$ cat config.mk
export PLATFORM = sky130hd
export DESIGN_NAME = costas_hop_sequencer_flat
export DESIGN_NICKNAME = d
export VERILOG_FILES = /design/src/rtl/costas_hop_sequencer_if.sv /design/src/rtl/costas_hop_sequencer.sv /design/src/flat_wrapper.sv
export SDC_FILE = /design/constraint.sdc
export NUM_CORES = 1
export LEC_CHECK = 0
export CAP_MARGIN = 20
export CORE_AREA = 2 2 144 146
export DETAILED_ROUTE_END_ITERATION = 16
export DIE_AREA = 0 0 146 148
export PLACE_DENSITY = 0.91
export RECOVER_POWER = 100
export REMOVE_ABC_BUFFERS = 1
export SLEW_MARGIN = 20
export SYNTH_ARGS = -nofsm -noshare
export SYNTH_HDL_FRONTEND = slang
export SYNTH_SLANG_ARGS = --single-unit
$ cat constraint.sdc
create_clock -name sys_clk -period 7.5 [get_ports sys_clk]
set_input_delay 1.125 -clock sys_clk [delete_from_list [all_inputs] [get_ports sys_clk]]
set_output_delay 1.125 -clock sys_clk [all_outputs]
set_load 0.005 [all_outputs]
$ cat src/rtl/costas_hop_sequencer_if.sv
`timescale 1ns/1ps
`default_nettype none
// ============================================================================
//  Module      : costas_hop_sequencer_if
//  Description : Control, table-load and DDS-side signal bundle for the
//                Costas hop sequencer.
//                master = controller / DDS side, slave = sequencer side.
//  Signals     : pps, costas_txrq, abort, repeat_en, base_ftw, step_ftw,
//                dwell_cycles, perm_we/addr/data   (master -> slave)
//                ftw, fq_ud, hop_idx, busy, done, cfg_err (slave -> master)
//  Revision    : 1.0  initial release
// ============================================================================
interface costas_hop_sequencer_if #(
    parameter int IDX_W   = 3,
    parameter int FTW_W   = 32,
    parameter int DWELL_W = 24
);
    logic               pps;
    logic               costas_txrq;
    logic               abort;
    logic               repeat_en;
    logic [FTW_W-1:0]   base_ftw;
    logic [FTW_W-1:0]   step_ftw;
    logic [DWELL_W-1:0] dwell_cycles;
    logic               perm_we;
    logic [IDX_W-1:0]   perm_addr;
    logic [IDX_W-1:0]   perm_data;

    logic [FTW_W-1:0]   ftw;
    logic               fq_ud;
    logic [IDX_W-1:0]   hop_idx;
    logic               busy;
    logic               done;
    logic               cfg_err;

    modport master (
        output pps, costas_txrq, abort, repeat_en, base_ftw, step_ftw,
               dwell_cycles, perm_we, perm_addr, perm_data,
        input  ftw, fq_ud, hop_idx, busy, done, cfg_err
    );

    modport slave (
        input  pps, costas_txrq, abort, repeat_en, base_ftw, step_ftw,
               dwell_cycles, perm_we, perm_addr, perm_data,
        output ftw, fq_ud, hop_idx, busy, done, cfg_err
    );
endinterface
`default_nettype wire

$ cat src/rtl/costas_hop_sequencer.sv
`timescale 1ns/1ps
`default_nettype none
// ============================================================================
//  Module      : costas_hop_sequencer
//  Description : Costas-array frequency-hop sequencer for the DDS front end.
//                Walks an N_HOPS-entry run-time-loadable permutation table,
//                one hop per dwell period of D cycles, producing the DDS
//                tuning word ftw = base + perm[hop]*step and an fq_ud strobe
//                of UPD_W cycles that rises one cycle after ftw settles.
//                Start is immediate or PPS aligned; single-shot or repeat.
//  Ports       : sys_clk  - system clock
//                rst_n    - asynchronous active-low reset
//                hop_if   - slave side of costas_hop_sequencer_if
//                           (start/abort/repeat, tuning config, table write,
//                            ftw/fq_ud/hop_idx/busy/done/cfg_err outputs)
//  Revision    : 1.0  initial release
// ============================================================================
module costas_hop_sequencer #(
    parameter int N_HOPS    = 7,
    parameter int FTW_W     = 32,
    parameter int DWELL_W   = 24,
    parameter int UPD_W     = 4,
    parameter int PPS_ALIGN = 1
) (
    input  wire logic             sys_clk,
    input  wire logic             rst_n,
    costas_hop_sequencer_if.slave hop_if
);

    localparam int                 IDX_W         = (N_HOPS > 1) ? $clog2(N_HOPS) : 1;
    // Shortest legal hop: LOAD + UPD_W strobe cycles + at least one dwell cycle.
    localparam logic [DWELL_W-1:0] C_MIN_DWELL   = DWELL_W'(UPD_W + 2);
    localparam logic [DWELL_W-1:0] C_STROBE_LAST = DWELL_W'(UPD_W - 1);
    localparam logic [IDX_W-1:0]   C_LAST_HOP    = IDX_W'(N_HOPS - 1);

    typedef enum logic [2:0] {
        ST_IDLE   = 3'd0,
        ST_ARM    = 3'd1,
        ST_LOAD   = 3'd2,
        ST_STROBE = 3'd3,
        ST_DWELL  = 3'd4,
        ST_FINISH = 3'd5
    } state_t;

    state_t             state_q,     state_d;
    logic [DWELL_W-1:0] cnt_q,       cnt_d;
    logic [DWELL_W-1:0] dwell_q,     dwell_d;
    logic [FTW_W-1:0]   base_q,      base_d;
    logic [FTW_W-1:0]   step_q,      step_d;
    logic [FTW_W-1:0]   ftw_q,       ftw_d;
    logic               fq_ud_q,     fq_ud_d;
    logic [IDX_W-1:0]   hop_idx_q,   hop_idx_d;
    logic               busy_q,      busy_d;
    logic               done_q,      done_d;
    logic               cfg_err_q,   cfg_err_d;
    logic               pps_meta_q,  pps_meta_d;
    logic               pps_sync_q,  pps_sync_d;
    logic               pps_prev_q,  pps_prev_d;
    logic [IDX_W-1:0]   perm_q [N_HOPS];
    logic [IDX_W-1:0]   perm_d [N_HOPS];

    logic               w_pps_rise;
    logic               w_wr_ok;
    logic [FTW_W-1:0]   w_hop_ftw;

    assign w_pps_rise = pps_sync_q & ~pps_prev_q;

    // Range checks done in 32 bits so a power-of-two N_HOPS cannot wrap.
    assign w_wr_ok = (state_q == ST_IDLE)
                   && (32'(hop_if.perm_addr) < N_HOPS)
                   && (32'(hop_if.perm_data) < N_HOPS);

    // IDX_W x FTW_W product, low FTW_W bits kept; the sum wraps mod 2^FTW_W.
    assign w_hop_ftw = base_q + FTW_W'(perm_q[hop_idx_q]) * step_q;

    always_comb begin
        state_d    = state_q;
        cnt_d      = cnt_q;
        dwell_d    = dwell_q;
        base_d     = base_q;
        step_d     = step_q;
        ftw_d      = ftw_q;
        hop_idx_d  = hop_idx_q;
        done_d     = 1'b0;
        cfg_err_d  = cfg_err_q;
        perm_d     = perm_q;
        pps_meta_d = hop_if.pps;
        pps_sync_d = pps_meta_q;
        pps_prev_d = pps_sync_q;
        // Strobe is the STROBE state delayed by one cycle, so fq_ud rises
        // one cycle after the ftw update at the LOAD exit edge.
        fq_ud_d    = (state_q == ST_STROBE);

        if (hop_if.perm_we) begin
            if (w_wr_ok) begin
                perm_d[hop_if.perm_addr] = hop_if.perm_data;
            end else begin
                cfg_err_d = 1'b1;
            end
        end

        case (state_q)
            ST_IDLE: begin
                if (hop_if.costas_txrq) begin
                    dwell_d = hop_if.dwell_cycles;
                    base_d  = hop_if.base_ftw;
                    step_d  = hop_if.step_ftw;
                    if (hop_if.dwell_cycles < C_MIN_DWELL) begin
                        cfg_err_d = 1'b1;
                    end else begin
                        state_d = (PPS_ALIGN != 0) ? ST_ARM : ST_LOAD;
                    end
                end
            end
            ST_ARM: begin
                if (w_pps_rise) begin
                    state_d = ST_LOAD;
                end
            end
            ST_LOAD: begin
                ftw_d   = w_hop_ftw;
                cnt_d   = C_STROBE_LAST;
                state_d = ST_STROBE;
            end
            ST_STROBE: begin
                if (cnt_q == '0) begin
                    // Remaining dwell = D - 1 (LOAD) - UPD_W cycles.
                    cnt_d   = dwell_q - C_MIN_DWELL;
                    state_d = ST_DWELL;
                end else begin
                    cnt_d = cnt_q - DWELL_W'(1);
                end
            end
            ST_DWELL: begin
                if (cnt_q != '0) begin
                    cnt_d = cnt_q - DWELL_W'(1);
                end else if (hop_idx_q != C_LAST_HOP) begin
                    hop_idx_d = hop_idx_q + IDX_W'(1);
                    state_d   = ST_LOAD;
                end else if (hop_if.repeat_en) begin
                    hop_idx_d = '0;
                    state_d   = ST_LOAD;
                end else begin
                    state_d = ST_FINISH;
                end
            end
            ST_FINISH: begin
                // Occupies the slot where the next LOAD would be, so done
                // lands exactly one dwell period after the last ftw update.
                done_d    = 1'b1;
                hop_idx_d = '0;
                state_d   = ST_IDLE;
            end
            default: begin
                state_d = ST_IDLE;
            end
        endcase

        if (hop_if.abort && (state_q != ST_IDLE)) begin
            state_d   = ST_IDLE;
            fq_ud_d   = 1'b0;
            hop_idx_d = '0;
            done_d    = 1'b0;
        end

        busy_d = (state_d != ST_IDLE);
    end

    always_ff @(posedge sys_clk or negedge rst_n) begin
        if (!rst_n) begin
            state_q    <= ST_IDLE;
            cnt_q      <= '0;
            dwell_q    <= '0;
            base_q     <= '0;
            step_q     <= '0;
            ftw_q      <= '0;
            fq_ud_q    <= 1'b0;
            hop_idx_q  <= '0;
            busy_q     <= 1'b0;
            done_q     <= 1'b0;
            cfg_err_q  <= 1'b0;
            pps_meta_q <= 1'b0;
            pps_sync_q <= 1'b0;
            pps_prev_q <= 1'b0;
            for (int i = 0; i < N_HOPS; i++) begin
                perm_q[i] <= IDX_W'(i);
            end
        end else begin
            state_q    <= state_d;
            cnt_q      <= cnt_d;
            dwell_q    <= dwell_d;
            base_q     <= base_d;
            step_q     <= step_d;
            ftw_q      <= ftw_d;
            fq_ud_q    <= fq_ud_d;
            hop_idx_q  <= hop_idx_d;
            busy_q     <= busy_d;
            done_q     <= done_d;
            cfg_err_q  <= cfg_err_d;
            pps_meta_q <= pps_meta_d;
            pps_sync_q <= pps_sync_d;
            pps_prev_q <= pps_prev_d;
            perm_q     <= perm_d;
        end
    end

    assign hop_if.ftw     = ftw_q;
    assign hop_if.fq_ud   = fq_ud_q;
    assign hop_if.hop_idx = hop_idx_q;
    assign hop_if.busy    = busy_q;
    assign hop_if.done    = done_q;
    assign hop_if.cfg_err = cfg_err_q;

endmodule
`default_nettype wire

$ cat src/flat_wrapper.sv
// flat-port wrapper written by rule: the top's interface ports become plain ports
module costas_hop_sequencer_flat 
#(
    parameter int N_HOPS    = 7,
    parameter int FTW_W     = 32,
    parameter int DWELL_W   = 24,
    parameter int UPD_W     = 4,
    parameter int PPS_ALIGN = 1
)
  (sys_clk, rst_n, hop_if_pps, hop_if_costas_txrq, hop_if_abort, hop_if_repeat_en, hop_if_base_ftw, hop_if_step_ftw, hop_if_dwell_cycles, hop_if_perm_we, hop_if_perm_addr, hop_if_perm_data, hop_if_ftw, hop_if_fq_ud, hop_if_hop_idx, hop_if_busy, hop_if_done, hop_if_cfg_err);
  costas_hop_sequencer_if #(.IDX_W(3), .FTW_W(FTW_W), .DWELL_W(DWELL_W)) hop_if_i ();
  input  wire logic sys_clk;
  input  wire logic rst_n;
  input wire logic [$bits(hop_if_i.pps)-1:0] hop_if_pps;
  input wire logic [$bits(hop_if_i.costas_txrq)-1:0] hop_if_costas_txrq;
  input wire logic [$bits(hop_if_i.abort)-1:0] hop_if_abort;
  input wire logic [$bits(hop_if_i.repeat_en)-1:0] hop_if_repeat_en;
  input wire logic [$bits(hop_if_i.base_ftw)-1:0] hop_if_base_ftw;
  input wire logic [$bits(hop_if_i.step_ftw)-1:0] hop_if_step_ftw;
  input wire logic [$bits(hop_if_i.dwell_cycles)-1:0] hop_if_dwell_cycles;
  input wire logic [$bits(hop_if_i.perm_we)-1:0] hop_if_perm_we;
  input wire logic [$bits(hop_if_i.perm_addr)-1:0] hop_if_perm_addr;
  input wire logic [$bits(hop_if_i.perm_data)-1:0] hop_if_perm_data;
  output wire logic [$bits(hop_if_i.ftw)-1:0] hop_if_ftw;
  output wire logic [$bits(hop_if_i.fq_ud)-1:0] hop_if_fq_ud;
  output wire logic [$bits(hop_if_i.hop_idx)-1:0] hop_if_hop_idx;
  output wire logic [$bits(hop_if_i.busy)-1:0] hop_if_busy;
  output wire logic [$bits(hop_if_i.done)-1:0] hop_if_done;
  output wire logic [$bits(hop_if_i.cfg_err)-1:0] hop_if_cfg_err;
  assign hop_if_i.pps = hop_if_pps;
  assign hop_if_i.costas_txrq = hop_if_costas_txrq;
  assign hop_if_i.abort = hop_if_abort;
  assign hop_if_i.repeat_en = hop_if_repeat_en;
  assign hop_if_i.base_ftw = hop_if_base_ftw;
  assign hop_if_i.step_ftw = hop_if_step_ftw;
  assign hop_if_i.dwell_cycles = hop_if_dwell_cycles;
  assign hop_if_i.perm_we = hop_if_perm_we;
  assign hop_if_i.perm_addr = hop_if_perm_addr;
  assign hop_if_i.perm_data = hop_if_perm_data;
  assign hop_if_ftw = hop_if_i.ftw;
  assign hop_if_fq_ud = hop_if_i.fq_ud;
  assign hop_if_hop_idx = hop_if_i.hop_idx;
  assign hop_if_busy = hop_if_i.busy;
  assign hop_if_done = hop_if_i.done;
  assign hop_if_cfg_err = hop_if_i.cfg_err;
  costas_hop_sequencer #(.N_HOPS(N_HOPS), .FTW_W(FTW_W), .DWELL_W(DWELL_W), .UPD_W(UPD_W), .PPS_ALIGN(PPS_ALIGN)) u_core (.sys_clk(sys_clk), .rst_n(rst_n), .hop_if(hop_if_i));
endmodule
-- Word level (Yosys, flattened, before mapping)
Cells that the tools add are included.
- flip-flop bits (word level): 178
- input port bits: 101
- word-level logic and storage cells: 91
- add/subtract/negate cells: 4
- multiply operators: 1
- order comparisons: 6
- equality and inequality tests: 9
- mux-type cells: 31
- bitwise logic cells: 4
- reductions and logical operators: 15
- operators with widths (cell ; number):
    case mux 24 bit (3 select lines) ; 1
    2-to-1 mux 24 bit ; 2
    2-to-1 mux 3 bit ; 15
    adder 32 bit ; 1
    multiplier 3 x 32 -> 32 bit ; 1
    logical NOT 24 bit ; 1
    < comparator 24 x 3 -> 1 bit, second input constant ; 1
    nonzero test 24 bit ; 1
    subtractor 24 x 1 -> 24 bit, second input constant ; 1
    subtractor 24 x 3 -> 24 bit, second input constant ; 1
    bitwise mux 21 bit ; 1
    case mux 3 bit (5 select lines) ; 1
    nonzero test 3 bit ; 4
    binary-select mux 3 bit (select 3 bit) ; 1
    demux 3 bit (select 3 bit) ; 1
    greater-or-equal comparator 4 bit, second input constant ; 2
    2-to-1 mux 1 bit ; 8
    inverter 3 -> 4 bit ; 2
    == test 3 x 2 -> 1 bit, second input constant ; 2
    == test 3 bit, second input constant ; 2
    < comparator 3 bit, second input constant ; 2
    != test 3 bit, second input constant ; 2
    case mux 3 bit (2 select lines) ; 1
    AND reduction 2 bit ; 3
    other kinds (10) ; 13

-- Depth between registers and ports, before layout
- depth in word-level cells: 8
- gate-level depth with buffers: 22
- mapped depth without buffers: 17

-- Least setup slack after synthesis
OpenSTA, ideal clock, no wires.
- kind: reg-to-reg
- from: register u_core.hop_idx_q[1], in the netlist u_core.hop_if.hop_idx[1]
- to: register u_core.ftw_q[30], in the netlist u_core.hop_if.ftw[30]
- setup time: 0.083 ns
- data arrival time: 4.770 ns
- required time: 7.417 ns
- setup slack: 2.648 ns
- stages on the path, launching flop included: 23
- buffers on the path: 5
- period minus slack after synthesis: 4.852 ns
- path through: dfrtp_1 > buf_2 > buf_2 > mux2i_1 > a22o_1 > a31oi_1 > clkbuf_1 > clkbuf_1 > and2_1 > fa_1 > inv_1 > fa_1 > inv_1 > ha_1 > clkbuf_1 > and4_1 > nand4_1 > nand4b_1 > o2111a_1 > o31ai_1 > nor3b_1 > o21ai_0 > o21ai_0
- longest elaborated chain between the ends: 6
- RTL lines (item ; line ; source):
    start: declaration ; costas_hop_sequencer.sv:52 ; logic [IDX_W-1:0] hop_idx_q, hop_idx_d;
    start signal: assignment ; costas_hop_sequencer.sv:196 ; hop_idx_q <= hop_idx_d;
    inverter 3 -> 4 bit (implied by the code) ; costas_hop_sequencer.sv:74 ; assign w_hop_ftw = base_q + FTW_W'(perm_q[hop_idx_q]) * step_q;
    binary-select mux 3 bit (select 3 bit) ; costas_hop_sequencer.sv:74 ;
    2-to-1 mux 3 bit (implied by the code) (2 in series) ; costas_hop_sequencer.sv:74 ;
    multiplier 3 x 32 -> 32 bit ; costas_hop_sequencer.sv:74 ;
    adder 32 bit ; costas_hop_sequencer.sv:74 ;
    end signal: assignment ; costas_hop_sequencer.sv:194 ; ftw_q <= ftw_d;
    end: declaration ; costas_hop_sequencer.sv:50 ; logic [FTW_W-1:0] ftw_q, ftw_d;
Every way passes these cells. The select of a mux whose other input is x is not followed.
A chain may end at the register's enable or synchronous reset.

-- Worst setup path in the final report
- from: register u_core.hop_idx_q[1], in the netlist u_core.hop_if.hop_idx[1]
- to: register u_core.ftw_q[20], in the netlist u_core.hop_if.ftw[20]
The elaborated chain is that of the path after synthesis.

==> run metrics <==
Starting Density=0.5947; Synth area leaders=dfrtp_1 (35%), fa_1 (9.9%), mux2_2 (8.2%), and2_1 (4.7%), o21ai_0 (4.2%); async set-reset flop share out of synthesis=1.000; Layout area overhead=17.58%; most frequent cells in the layout=dfrtp_1 (169), inv_1 (133), nand2_1 (103), o21ai_0 (103), clkdlybuf4s50_1 (95); GRT overflow=0; # IOs=between 100 and 150; Total Wirelength=29040 um; clock-pin slew on the worst setup and hold paths=about 0.07 ns; via count=between 9000 and 10000; die extent in y=~150 um; gr usage total=0.2778; utilization after layout=0.6993; failing checks=capacitance limit, slew limit; total die area=21610 sq um; outcome=complete, but fails checks; routed len/inst=roughly 18 um; Antenna Cells=0; worst-margin pin slew=5.157 ns; crit path launch type=register; largest net degree at the start of global routing=~100; Most used DFF post-synth=dfrtp_1; final RePlAce weighted congestion=between 0.9 and 1; Seq cells post-synth=178; RSZ-0062 raised after global routing=no; Cells after Synth=~1200; post-CTS setup buffers=0; register area share after synthesis=0.3747; Tcrit/Tclk final=0.7961; syn_area_per_cell=roughly 9.6 sq um; clock tree from TritonCTS=yes; Net count, final=approximately 1500; synth unique cells=75; vias in the first global route=9947; max frequency=0.1675 GHz; total iterations of the first detailed-routing run=5; Die Span X=about 150 um; CP cell instances=mux2i_1 > or2_2 > a31oi_2 > clkbuf_1 > nand2_1 > fa_1 > fa_1 > inv_1 > ha_1 > a211oi_1 > o21ai_0 > nand3_1 > and2_0 > o21a_1 > o21a_1 > or4_1 > nand3_1; Final Hold Fails=0; Worst-Skew Late Latency=~0.45 ns; Slew Limit Fails=approximately 190; Clock Sinks=between 150 and 200; Mapped Area=around 12000 sq um; hold bufs inserted after CTS=0; Slowest-stage cell, CP=clkbuf_1; crit-path max FO=32; WP data arrival=between 6 and 7 ns; final hold slack=approximately 0.36 ns; first-pass GRT wire length=48510 um; multi-input logic area=around 6700 sq um; Synth top area share=0.3549; Final setup viols=0; CTS Buffer Depth=2; # fillers=1466; fin crit period=approximately 6.0 ns; Root Driver=clkbuf_16; Slew headroom=-2.438; Post-CTS Resized=0; commonest non-fill, non-tap cell in the layout=dfrtp_1; Final HPWL DP=roughly 21000 um; Core Box Area=about 20000 sq um; max incr delay on CP=about 0.88 ns; Post-synth EDFFs=0; Worst setup EP type=register; Vias/cell=roughly 5.9; H-tree depth=4; CTS buffer count=17; initial antenna violation count=0; Ys Warns=0; worst setup path class=reg -> reg; max cap viols=2; I/O Buffers=139; post-route ant nets=0; Critical Path RT=7.88 ns; class of the worst hold path=reg -> reg; Seq. cell area=~4500 sq um; Fin Clk Skew=between 0.01 and 0.015 ns; drc violations=0; layout cell share with drive strength beyond 1=0.1086; largest area contributor in the netlist=dfrtp_1; drt initial violations=a little over 900; row count=between 50 and 60
-- layout make-up --
class | count | share of cell area
timing repair buffer | 148 | 0.1026
sequential | 178 | 0.3187
inverter | 133 | 0.03563
clock buffer | 21 | 0.03286
tap | 270 | 0.02411
multi-input combinational | 872 | 0.4786
clock inverter | 11 | 0.007589
-- path summary, 6_finish.rpt --
path	start	end	slack, ns	cells after the start
min in group asynchronous	rst_n	u_core.dwell_q[6]	2.55	1
setup reg to reg	u_core.hop_if.hop_idx[1]	u_core.hop_if.ftw[20]	1.53	17
hold reg to reg	u_core.pps_meta_q	u_core.pps_prev_d	0.36	0
hold / removal	u_core.pps_meta_q	u_core.pps_prev_d	0.36	0
max in group asynchronous	rst_n	u_core.base_q[15]	2.07	1
setup / recovery	u_core.hop_if.hop_idx[1]	u_core.hop_if.ftw[20]	1.53	17
-- metrics by stage --
stage	cells	TNS [ns]	instance area (sq um)	worst slack [ns]
5_1_grt	1633	0	14010	0.8953
6_report	1633	0	14010	1.529
2_1_floorplan	1183	-122.04	11680	-1.517
3_3_place_gp	1601	0	13500	2.096
4_1_cts	1633	0	14070	1.785
3_5_place_dp	1601	0	13500	1.829
-- synth_stat cells, types with 6 or more instances --
cell type,instances
dfrtp_1,169
inv_1,133
nand2_1,104
o21ai_0,101
and2_1,89
mux2_2,87
fa_1,59
nor2_1,57
a21oi_1,49
ha_1,36
clkbuf_1,35
nor3_1,27
xnor2_1,22
xor2_1,19
nand3_1,16
a21o_1,14
buf_2,14
o31ai_1,14
mux2i_1,11
a31oi_1,10
and3_1,9
dfstp_2,9
a32oi_1,8
o21a_1,8
or2_2,8
a211oi_1,7
a22o_1,7
nand4_1,7
or3_1,7
a21boi_0,6
nor2b_1,6
nor3b_1,6
nor4_1,6
-- flip-flops by register name (all words and copies together) (netlist names), 3 cells and up --
signal,cells
u_core.step_q,32
u_core.base_q,32
u_core.hop_if.ftw,32
u_core.state_q,3
u_core.perm_q,21
u_core.dwell_q,24
u_core.cnt_q,24
u_core.hop_if.hop_idx,3
-- cells by family after synthesis --
kind of cell,Yosys count,share of synthesized area
compound gates,265,0.1386
buf+inv,188,0.06215
mux,98,0.09144
xor+xnor,41,0.03013
fa+ha+maj,96,0.1377
simple gates,372,0.1653
flops,178,0.3747
-- worst max-delay path: cells and delay by family (launching register included) --
kind / cells / cell delay (ns)
AO/OA/AOI/OAI: 5 / 1.20
adder cells (fa/ha/maj): 3 / 1.38
buffers and inverters: 2 / 0.96
flip-flops: 1 / 0.75
multiplexers: 1 / 0.15
AND/OR/NAND/NOR: 6 / 1.48
-- routing by layer --
metal,vias up,share of wire,global-route usage
met5,-,0,0
met4,0,0.038,0.1223
met3,94,0.061,0.04198
met2,444,0.50,0.4825
met1,4659,0.40,0.3474
li1,4439,-,-
Power is left out: the tool's default activity adds up to more than one toggle a clock period on the data nets, which glitch-free logic cannot reach.
